**config.mk**
```make
export PLATFORM = sky130hd
export DESIGN_NAME = inbuff_rd_ctrl
export DESIGN_NICKNAME = d
export VERILOG_FILES = /design/src/rtl/inbuff_rd_ctrl.sv
export SDC_FILE = /design/constraint.sdc
export NUM_CORES = 1
export LEC_CHECK = 0
export CORE_MARGIN = 8
export CORE_UTILIZATION = 45
export DETAILED_ROUTE_END_ITERATION = 8
export GPL_TIMING_DRIVEN = 0
export PLACE_DENSITY = 0.7
export SYNTH_ARGS = -nofsm -noshare
export SYNTH_HDL_FRONTEND = slang
export SYNTH_SLANG_ARGS = --single-unit
```
**constraint.sdc**
```tcl
create_clock -name clk -period 6.84 [get_ports clk]
set_input_delay 1.026 -clock clk [delete_from_list [all_inputs] [get_ports clk]]
set_output_delay 1.026 -clock clk [all_outputs]
set_load 0.05 [all_outputs]
```
**src/rtl/inbuff_rd_ctrl.sv**
```systemverilog
// Read-side controller between the input data buffer and the EC engine.
// Pops words while enabled, tags each with its column index and first/last
// markers, and hands them to the engine through a 2-entry registered skid.
module inbuff_rd_ctrl #(
  parameter int K_MAX         = 128,
  parameter int K_MIN         = 2,
  parameter int W             = 4,
  parameter int PACKET_LENGTH = 2,
  parameter int DATA_W        = W * PACKET_LENGTH,
  parameter int K_W           = $clog2(K_MAX + 1),
  parameter int COL_W         = $clog2(K_MAX)
) (
  input  logic              clk,
  input  logic              rst,
  input  logic              cntrl_inbuff_rd_en,
  input  logic [K_W-1:0]    k_cfg,
  input  logic              inbuff_empty,
  output logic              inbuff_rd,
  input  logic [DATA_W-1:0] inbuff_data,
  output logic              eng_data_vld,
  input  logic              eng_data_rdy,
  output logic [DATA_W-1:0] eng_data,
  output logic [COL_W-1:0]  eng_col_idx,
  output logic              eng_first,
  output logic              eng_last,
  output logic [15:0]       stripe_cnt,
  output logic              rd_idle,
  output logic              cfg_err
);

  // One skid entry: {data, column, first, last}
  localparam int ENT_W = DATA_W + COL_W + 2;

  typedef enum logic [1:0] {IDLE, RUN, DRAIN} state_t;

  state_t             state_reg, state_next;
  logic               latch_k;
  logic [K_W-1:0]     k_lat_reg;
  logic [K_W-1:0]     k_clamp;
  logic               k_bad;
  logic               cfg_err_reg;
  logic [COL_W-1:0]   col_cnt_reg;
  logic               col_is_last;
  logic               inflight_reg;
  logic [COL_W-1:0]   if_col_reg;
  logic               if_first_reg;
  logic               if_last_reg;
  logic [1:0]         occ_reg;
  logic [ENT_W-1:0]   head_reg;
  logic [ENT_W-1:0]   tail_reg;
  logic [ENT_W-1:0]   in_entry;
  logic [15:0]        stripe_cnt_reg;
  logic               xfer;
  logic               pipe_empty;
  logic               want_pop;
  logic               room;
  logic [2:0]         pending;

  assign xfer        = (occ_reg != 2'd0) && eng_data_rdy;
  assign pipe_empty  = !inflight_reg && (occ_reg == 2'd0);
  assign col_is_last = (K_W'(col_cnt_reg) == (k_lat_reg - K_W'(1)));

  // Count the head word leaving this cycle as free space so that a steady
  // rdy=1 stream sustains one pop per cycle; with rdy=0 the skid plus the
  // outstanding read never exceed two words.
  assign pending = 3'(occ_reg) + 3'(inflight_reg) - 3'(xfer);
  assign room    = (pending < 3'd2);

  assign want_pop  = ((state_reg == RUN) && cntrl_inbuff_rd_en) ||
                     ((state_reg == DRAIN) && (col_cnt_reg != '0));
  assign inbuff_rd = want_pop && !inbuff_empty && room;

  assign in_entry = {inbuff_data, if_col_reg, if_first_reg, if_last_reg};

  // Clamp the requested stripe width into the supported range
  always_comb begin
    k_clamp = k_cfg;
    k_bad   = 1'b0;
    if (k_cfg < K_W'(K_MIN)) begin
      k_clamp = K_W'(K_MIN);
      k_bad   = 1'b1;
    end else if (k_cfg > K_W'(K_MAX)) begin
      k_clamp = K_W'(K_MAX);
      k_bad   = 1'b1;
    end
  end

  // Next-state logic; partial stripes are always completed before idling
  always_comb begin
    state_next = state_reg;
    latch_k    = 1'b0;
    case (state_reg)
      IDLE: begin
        if (cntrl_inbuff_rd_en) begin
          state_next = RUN;
          latch_k    = 1'b1;
        end
      end
      RUN: begin
        if (!cntrl_inbuff_rd_en) begin
          if (col_cnt_reg != '0) state_next = DRAIN;
          else if (pipe_empty)   state_next = IDLE;
        end
      end
      DRAIN: begin
        if (cntrl_inbuff_rd_en)                          state_next = RUN;
        else if ((col_cnt_reg == '0) && pipe_empty)      state_next = IDLE;
      end
      default: state_next = IDLE;
    endcase
  end

  // State register plus stripe-width latch and sticky config error
  always_ff @(posedge clk) begin
    if (rst) begin
      state_reg   <= IDLE;
      k_lat_reg   <= K_W'(K_MIN);
      cfg_err_reg <= 1'b0;
    end else begin
      state_reg <= state_next;
      if (latch_k) begin
        k_lat_reg <= k_clamp;
        if (k_bad) cfg_err_reg <= 1'b1;
      end
    end
  end

  // Column counter advances on every pop and wraps after the last column
  always_ff @(posedge clk) begin
    if (rst)           col_cnt_reg <= '0;
    else if (inbuff_rd) col_cnt_reg <= col_is_last ? '0 : col_cnt_reg + COL_W'(1);
  end

  // In-flight stage: the tag waits here while the buffer returns the data
  always_ff @(posedge clk) begin
    if (rst) begin
      inflight_reg <= 1'b0;
      if_col_reg   <= '0;
      if_first_reg <= 1'b0;
      if_last_reg  <= 1'b0;
    end else begin
      inflight_reg <= inbuff_rd;
      if (inbuff_rd) begin
        if_col_reg   <= col_cnt_reg;
        if_first_reg <= (col_cnt_reg == '0);
        if_last_reg  <= col_is_last;
      end
    end
  end

  // Two-entry skid; the head register drives the engine outputs directly
  always_ff @(posedge clk) begin
    if (rst) begin
      occ_reg  <= 2'd0;
      head_reg <= '0;
      tail_reg <= '0;
    end else begin
      case (occ_reg)
        2'd0: begin
          if (inflight_reg) begin
            head_reg <= in_entry;
            occ_reg  <= 2'd1;
          end
        end
        2'd1: begin
          if (inflight_reg && xfer) begin
            head_reg <= in_entry;
          end else if (inflight_reg) begin
            tail_reg <= in_entry;
            occ_reg  <= 2'd2;
          end else if (xfer) begin
            occ_reg <= 2'd0;
          end
        end
        default: begin
          if (xfer) begin
            head_reg <= tail_reg;
            if (inflight_reg) tail_reg <= in_entry;
            else              occ_reg  <= 2'd1;
          end
        end
      endcase
    end
  end

  // Completed-stripe counter, bumped when a last-column word is accepted
  always_ff @(posedge clk) begin
    if (rst)                         stripe_cnt_reg <= 16'd0;
    else if (xfer && head_reg[0])    stripe_cnt_reg <= stripe_cnt_reg + 16'd1;
  end

  assign eng_data_vld = (occ_reg != 2'd0);
  assign eng_data     = head_reg[ENT_W-1 -: DATA_W];
  assign eng_col_idx  = head_reg[COL_W+1 -: COL_W];
  assign eng_first    = head_reg[1];
  assign eng_last     = head_reg[0];
  assign stripe_cnt   = stripe_cnt_reg;
  assign cfg_err      = cfg_err_reg;
  assign rd_idle      = (state_reg == IDLE) && pipe_empty;

endmodule

```
; ---- Word-level counts from Yosys, hierarchy flattened
; Cells that the tools add are included.
[classes]
n_lt_le_gt_ge = 3
n_eq_ne = 13
n_bitwise = 1
div_mod_pow = 0
n_mux = 29
n_reduce_logical = 25
mul = 0
add_sub_neg = 5
n_shift = 0
[ops]
columns = cell, count
row1 = $mux 17, 6
row2 = $pmux 17 s2, 2
row3 = $mux 2, 12
row4 = $add 16x1->16 const B, 1
row5 = $mux 8, 2
row6 = $logic_and 1x1->1, 10
row7 = $ne 2x2->1 const B, 5
row8 = $eq 7x8->1, 1
row9 = $gt 8x8->1 const B, 1
row10 = $lt 8x2->1 const B, 1
row11 = $sub 8x1->8 const B, 1
row12 = $add 7x1->7 const B, 1
row13 = $logic_not 7->1, 1
row14 = $mux 7, 1
row15 = $reduce_bool 7->1, 1
row16 = $ne 3x2->1 const B, 2
row17 = $pmux 2 s3, 1
row18 = $reduce_and 3->1, 2
row19 = $reduce_and 5->1, 1
row20 = $eq 2x1->1 const B, 2
row21 = $logic_not 2->1, 2
row22 = $mux 1, 4
row23 = $pmux 2 s2, 1
row24 = $reduce_and 4->1, 1
row25 = 12 further kinds, 14
[word_totals]
ramBits = 0
out_inout_bits = 37
latchBits = 0
elab_cells = 88
memories = 0
romBits = 0
input_bits = 21
reg_bits = 80

; ---- Longest topological paths before layout
[logic_depth]
ltp_word = 6
ltp_mapped = 13

; ---- Least setup slack after synthesis
; Ideal clock, no wire load.
[synth_path]
path_type = input-to-output
start = in eng_data_rdy
end = out inbuff_rd
arrival_ns = 2.545
path_stages = 7
t_required_ns = 5.814
n_path_buf = 1
path_slack_ns = 3.269
cell_sequence = nor2b_1 -> o21ai_0 -> fa_1 -> xnor2_1 -> nand3b_1 -> a21oi_1 -> buf_2
[synth_between]
elab_chain_len = 4
[synth_rtl]
columns = item, line_no
row1 = "start, declared", 21  ; input logic eng_data_rdy,
row2 = $logic_and 1x1->1, 59  ; assign xfer = (occ_reg != 2'd0) && eng_data_rdy;
row3 = $sub 3x1->3, 66  ; assign pending = 3'(occ_reg) + 3'(inflight_reg) - 3'(xfer);
row4 = $lt 3x2->1, 67  ; assign room = (pending < 3'd2);
row5 = $logic_and 1x1->1, 71  ; assign inbuff_rd = want_pop && !inbuff_empty && room;
row6 = "end, declared", 18  ; output logic inbuff_rd,
; Every way passes these cells.

; ---- Worst setup path after layout
; Same ends and word-level chain as after synthesis.

==> summary.md <==
| Metric | Value |
|---|---|
| Wire per inst | `14.3 um` |
| CTS root buf | `clkbuf_8` |
| Share of the synthesized area in the top cell type | `43.3%` |
| Tmin final | `5.14 ns` |
| I/O pins | `58` |
| Mapped Cells | `422` |
| Critical path class | `in2out` |
| Yosys reg bits | `80` |
| Worst-Margin Slew | `0.710 ns` |
| 1st-iter DRT viols | `107` |
| First-pass GRT wire length | `14300 um` |
| Count of antenna-violating nets left after detailed routing | `0` |
| Pleak | `1.75 nW` |
| F_max | `194 MHz` |
| Synthesized area | `0.00370 sq mm` |
| H-tree levels | `3` |
| Status | `complete, no violations` |
| Drt pass-1 iters | `4` |
| Area grow syn2layout | `24.7%` |
| Via count | `3135` |
| Drt total wl | `8580 um` |
| Max-slew violations | `0` |
| Worst Clk Skew | `0.00635 ns` |
| Vias in the first global route | `3124` |
| Core area | `0.00809 sq mm` |
| Port Buffer Count | `56` |
| Post-Syn Nets | `448` |
| RD Place Congestion | `0.803` |
| DP HPWL | `6230 um` |
| Layout Cells excl Fill | `599` |
| Initial antenna violation count | `0` |
| Post-Syn Area per Cell | `8.77 sq um` |
| Avg Vias per Cell | `5.23` |
| CTS clk-pin slew, worst paths | `0.08 ns` |
| # resized after CTS | `0` |
| Largest cells by area after synthesis | `dfxtp_1 (43%), mux2i_1 (11%), nor2_1 (7.0%)` |
| Remaining DRCs | `0` |
| Slew headroom | `52.7%` |
| WP data required | `5.81 ns` |
| Worst-path fanout max | `10` |
| Clock buffer count from CTS | `9` |
| Placed insts | `583` |
| VDD IR max | `0.124 mV` |
| Ys async rst share | `0%` |
| Critical Path Sink Type | `primary output` |
| Leading area contributor after synthesis | `dfxtp_1` |
| Setup_tns | `0 ns` |
| Worst skew pair latency | `0.35 ns` |
| Cts hold-fix bufs | `0` |
| Post-synth top cells | `dfxtp_1 (80), nor2_1 (69), mux2i_1 (41), nand2_1 (35), a21oi_1 (19)` |
| CTS tree | `done` |
| Total Routing Usage GR | `15.2%` |
| Starting Density | `45.7%` |
| Top_reg_cell synth | `dfxtp_1` |
| Die Span X | `107 um` |
| Congestion Overflow GR | `0` |
| Deepest clock path buffer count | `2` |
| # clock sinks | `80` |
| Final setup violating endpoints | `0` |
| Antenna diodes | `0` |
| Fin nets | `515` |
| RSZ-0062 raised after global routing | `false` |
| Power density over cell area | `206 mW/mm^2` |
| Final Cycle Share | `75.2%` |
| Hold Vio Cnt, Final | `0` |
| Register area share after synthesis | `43.3%` |
| Synth unique cells | `51` |
| Die Area | `0.0114 sq mm` |
| Ratio of cells with drive above 1 in the final layout | `7.49%` |
| Chip Height | `107 um` |
| Cell row count | `33` |
| Max-Cap Viols | `0` |
| Worst reg2reg setup slack | `3.66 ns` |
| Cell with the most instances after synthesis | `dfxtp_1` |
| Hold Crit Class | `reg2reg` |
| Critical Path Start Type | `primary input` |
| Ys Warns | `0` |
| Crit path DAT | `4.12 ns` |
| Number of synthesized flops with an enable pin | `0` |
| Pin count of the biggest net entering global routing | `14` |
| Setup repair bufs after CTS | `0` |
[per-layer routing]
metal	routed length (um)	global-route usage (%)
met1	3970	17.5
met2	4140	26.0
met3	405	5.52
met4	62	4.22
met5	0	0
[final timing paths]
path | startpoint | end | depth (start not counted)
worst min register to register | cfg_err | cfg_err | 2
worst max register to register | occ_reg[1] | if_col_reg[6] | 12
worst max-delay path | eng_data_rdy | inbuff_rd | 9
worst min-delay path | cfg_err | cfg_err | 2
[final cells by class]
class | count | area, sq um
Inverter | 9 | 33.8
Timing Repair Buffer | 56 | 561
Fill cell | 781 | 3480
Sequential cell | 80 | 1600
Buffer | 25 | 118
Clock buffer | 11 | 141
Multi-Input combinational cell | 308 | 1950
Clock inverter | 5 | 78.8
Tap cell | 105 | 131
[metrics by stage]
stage | instance area, sq um | utilization [%] | power (W) | hold WS, ns | setup WS [ns]
floorplan | 3700 | - | 0.000540 | 0.451 | 3.27
global placement | 4390 | 54.3 | 0.000570 | 0.434 | 1.74
detailed placement | 4390 | 54.3 | 0.000572 | 0.449 | 1.69
CTS | 4610 | 57.0 | 0.000957 | 0.459 | 1.68
global route | 4610 | 57.0 | 0.000984 | 0.493 | 1.46
finish | 4610 | 57.0 | 0.000949 | 0.453 | 1.70
[where the power goes]
| part | total, W | internal [W] | leakage [nW] | switching, W |
|---|---|---|---|---|
| combinational | 0.0000833 | 0.0000343 | 0.990 | 0.0000490 |
| clock | 0.000388 | 0.000216 | 0.114 | 0.000172 |
| sequential | 0.000478 | 0.000472 | 0.647 | 0.00000636 |
[critical path, stage by stage]
cell and delay [ns]:
clkdlybuf4s50_1 0.50, nor2b_1 0.31, o21ai_0 0.18, fa_1 0.41, xnor2_1 0.15, nand3b_1 0.10, a21oi_1 0.25, buf_2 0.32
clkdlybuf4s50_1 0.85
[logic make-up (layout without fill, tap and decap cells)]
| kind of cell | after synthesis | count (layout) | share of synthesized area (%) |
|---|---|---|---|
| AOI/OAI and AO/OA | 63 | 63 | 10.7 |
| xor gates and xnor gates | 19 | 19 | 4.50 |
| adders and majority gates | 5 | 5 | 1.89 |
| buffers and inverters | 34 | 106 | 4.09 |
| DFF | 80 | 80 | 43.3 |
| muxes | 43 | 43 | 11.8 |
| and+or+nand+nor | 178 | 178 | 23.8 |
[layout by cell type, fill, tap and decap left out, drive strengths merged, types with 13 or more instances in the layout]
cell type / Yosys / layout
nor2: 71 / 71
clkbuf: 14 / 25
mux2i: 41 / 41
nand2: 36 / 36
dfxtp: 80 / 80
a21oi: 20 / 20
a211oi: 18 / 18
clkdlybuf4s50: 0 / 56
o21ai: 13 / 13
(Power assumes the default switching activity.)
==> RTL edit (same settings) <==
Reset style: asynchronous (`rst`), changed in 5 clocked blocks.
--- a/src/rtl/inbuff_rd_ctrl.sv
+++ b/src/rtl/inbuff_rd_ctrl.sv
@@ -111,7 +111,7 @@
   end
 
   // State register plus stripe-width latch and sticky config error
-  always_ff @(posedge clk) begin
+  always_ff @(posedge clk or posedge rst) begin
     if (rst) begin
       state_reg   <= IDLE;
       k_lat_reg   <= K_W'(K_MIN);
@@ -126,13 +126,13 @@
   end
 
   // Column counter advances on every pop and wraps after the last column
-  always_ff @(posedge clk) begin
+  always_ff @(posedge clk or posedge rst) begin
     if (rst)           col_cnt_reg <= '0;
     else if (inbuff_rd) col_cnt_reg <= col_is_last ? '0 : col_cnt_reg + COL_W'(1);
   end
 
   // In-flight stage: the tag waits here while the buffer returns the data
-  always_ff @(posedge clk) begin
+  always_ff @(posedge clk or posedge rst) begin
     if (rst) begin
       inflight_reg <= 1'b0;
       if_col_reg   <= '0;
@@ -149,7 +149,7 @@
   end
 
   // Two-entry skid; the head register drives the engine outputs directly
-  always_ff @(posedge clk) begin
+  always_ff @(posedge clk or posedge rst) begin
     if (rst) begin
       occ_reg  <= 2'd0;
       head_reg <= '0;
@@ -184,7 +184,7 @@
   end
 
   // Completed-stripe counter, bumped when a last-column word is accepted
-  always_ff @(posedge clk) begin
+  always_ff @(posedge clk or posedge rst) begin
     if (rst)                         stripe_cnt_reg <= 16'd0;
     else if (xfer && head_reg[0])    stripe_cnt_reg <= stripe_cnt_reg + 16'd1;
   end
Behaviour: differs if rst is asserted again (counterexample within 4 cycles, from zero or initial values and one cycle with rst high); with rst held inactive, the same outputs for 4 cycles.
==> RTL edit against the original RTL <==
  * Clock skew increased by 0.0037 ns
  * Synthesized area grew 1.3%
  * Die area increased by 1.1%
  * Design area up 1.1%
  * Wire length down 8.3%
  * Sequential cell count unchanged
  * Setup slack lost 0.56 ns
  * First-iteration DRC count rose by 0.93%
Power is not compared: it rests on default switching activity, and its combinational part moved more than twofold at a synthesized area within 25%.
==> RTL edit: results (changes against the original RTL) <==
Power and ir drop
  – Clock group total power: 0.323 mW
  – Sw Ratio: 43.4%

Setup path
  – R2R Setup Slk: 3.58 ns (-0.08 ns)
  – CP max FO: 11 (+1)
  – Worst endpoint data arrival time: 4.68 ns (+0.56 ns)

Synthesis
  – Top cells by count, synth: dfrtp_1 (79), nand2_1 (44), nor2_1 (29), a21oi_1 (22), mux2_2 (20)
  – Synth Area in XOR/XNOR: 5.14% (+0.64 points)
  – Register area share after synthesis: 53.4% (+10 points)
  – Yosys cell types: 45 (-12%)
  – Syn avg cell area: 10.6 um2 (+21%)
  – Synth top area cells: dfrtp_1 (53%), mux2_2 (6.0%), mux2i_1 (4.5%), nand2_1 (4.4%), xnor2_1 (3.0%)
  – Synth Net Count: 378 (-16%)
  – Mux share of post-synthesis cell area: 10.5% (-1.3 points)
  – Area share of fa/ha/maj cells after synthesis: 1.87% (-0.025 points)
  – Ys async rst share: 100% (+100 points)

Detailed routing
  – Vias: 2,795 (-11%)
  – Drt initial violations: 108 (+0.93%)

Placed design
  – Placed wire-length estimate: 5700 um (-8.5%)
  – # placed instances: 515 (-12%)
  – Gp weighted congestion: 0.791 (-1.5%)

Clock tree
  – Post-CTS Setup Repair Bufs: 0 (unchanged)

Timing
  – Slew margin rel.: 48.3% (-4.4 points)
  – Clock skew: 0.0101 ns (+0.00374 ns)

Layout
  – Final Net Count: 447 (-13%)
  – Layout cells sized above 1: 10.8% (+3.3 points)

Global routing
  – First-pass GRT wire length: 13,800 um (-3.0%)
  – Largest net degree at the start of global routing: 68 (+54)

Outcome
  – Outcome: finished clean
==> RTL edit: per-layer routing <==
metal	GRT usage, %	up-vias	routed length [um]
met5	0	-	0
met1	18.2	1372	3580
met2	24.1	54	3780
met3	4.13	12	413
met4	5.13	0	97
li1	-	1357	-
==> RTL edit: final timing paths <==
path / endpoint / startpoint / cells past startpoint
worst max-delay path: inbuff_rd / eng_data_rdy / 11
worst min-delay path: stripe_cnt[15] / stripe_cnt[15] / 1
worst max register to register: col_cnt_reg[2] / occ_reg[1] / 11
worst min register to register: stripe_cnt[15] / stripe_cnt[15] / 1
max in group asynchronous: k_lat_reg[1] / rst / 3
min in group asynchronous: stripe_cnt[3] / rst / 2
==> RTL edit: critical path: stages <==
cell and delay, ns:
clkdlybuf4s50_1 0.60, inv_1 0.11, nor3b_1 0.32, o21ai_0 0.16, fa_1 0.40, xor2_1 0.15
nor3b_1 0.18, nand2_1 0.22, inv_1 0.17, clkbuf_1 0.43, clkdlybuf4s50_1 0.91
==> RTL edit: per-stage QoR <==
step	setup WS (ns)	util, %	area (um2)	power, mW	hold slack, ns
floorplan	2.70	-	3750	1.32	0.463
global route	0.844	57.3	4660	2.03	0.488
detailed placement	1.14	55.1	4480	1.59	0.457
global placement	1.16	54.7	4450	1.56	0.454
finish	1.14	57.3	4660	1.90	0.472
CTS	1.12	57.3	4660	1.92	0.472
==> RTL edit: cells by family after synthesis <==
family / after synthesis
compound gates: 55
xor+xnor: 22
fa+ha+maj: 5
buf+inv: 23
flops: 80
mux: 37
simple gates: 130
==> RTL edit: layout make-up <==
type                    instances  area (um2)
fillers                       744        3470
flip-flops and latches         80        2000
multi-input cells             249        1650
repair buffers                 58         598
well taps                     105         131
clock buffers                   9         124
plain buffers                  14        60.1
clock inverters                 7        56.3
inverters                       9        36.3
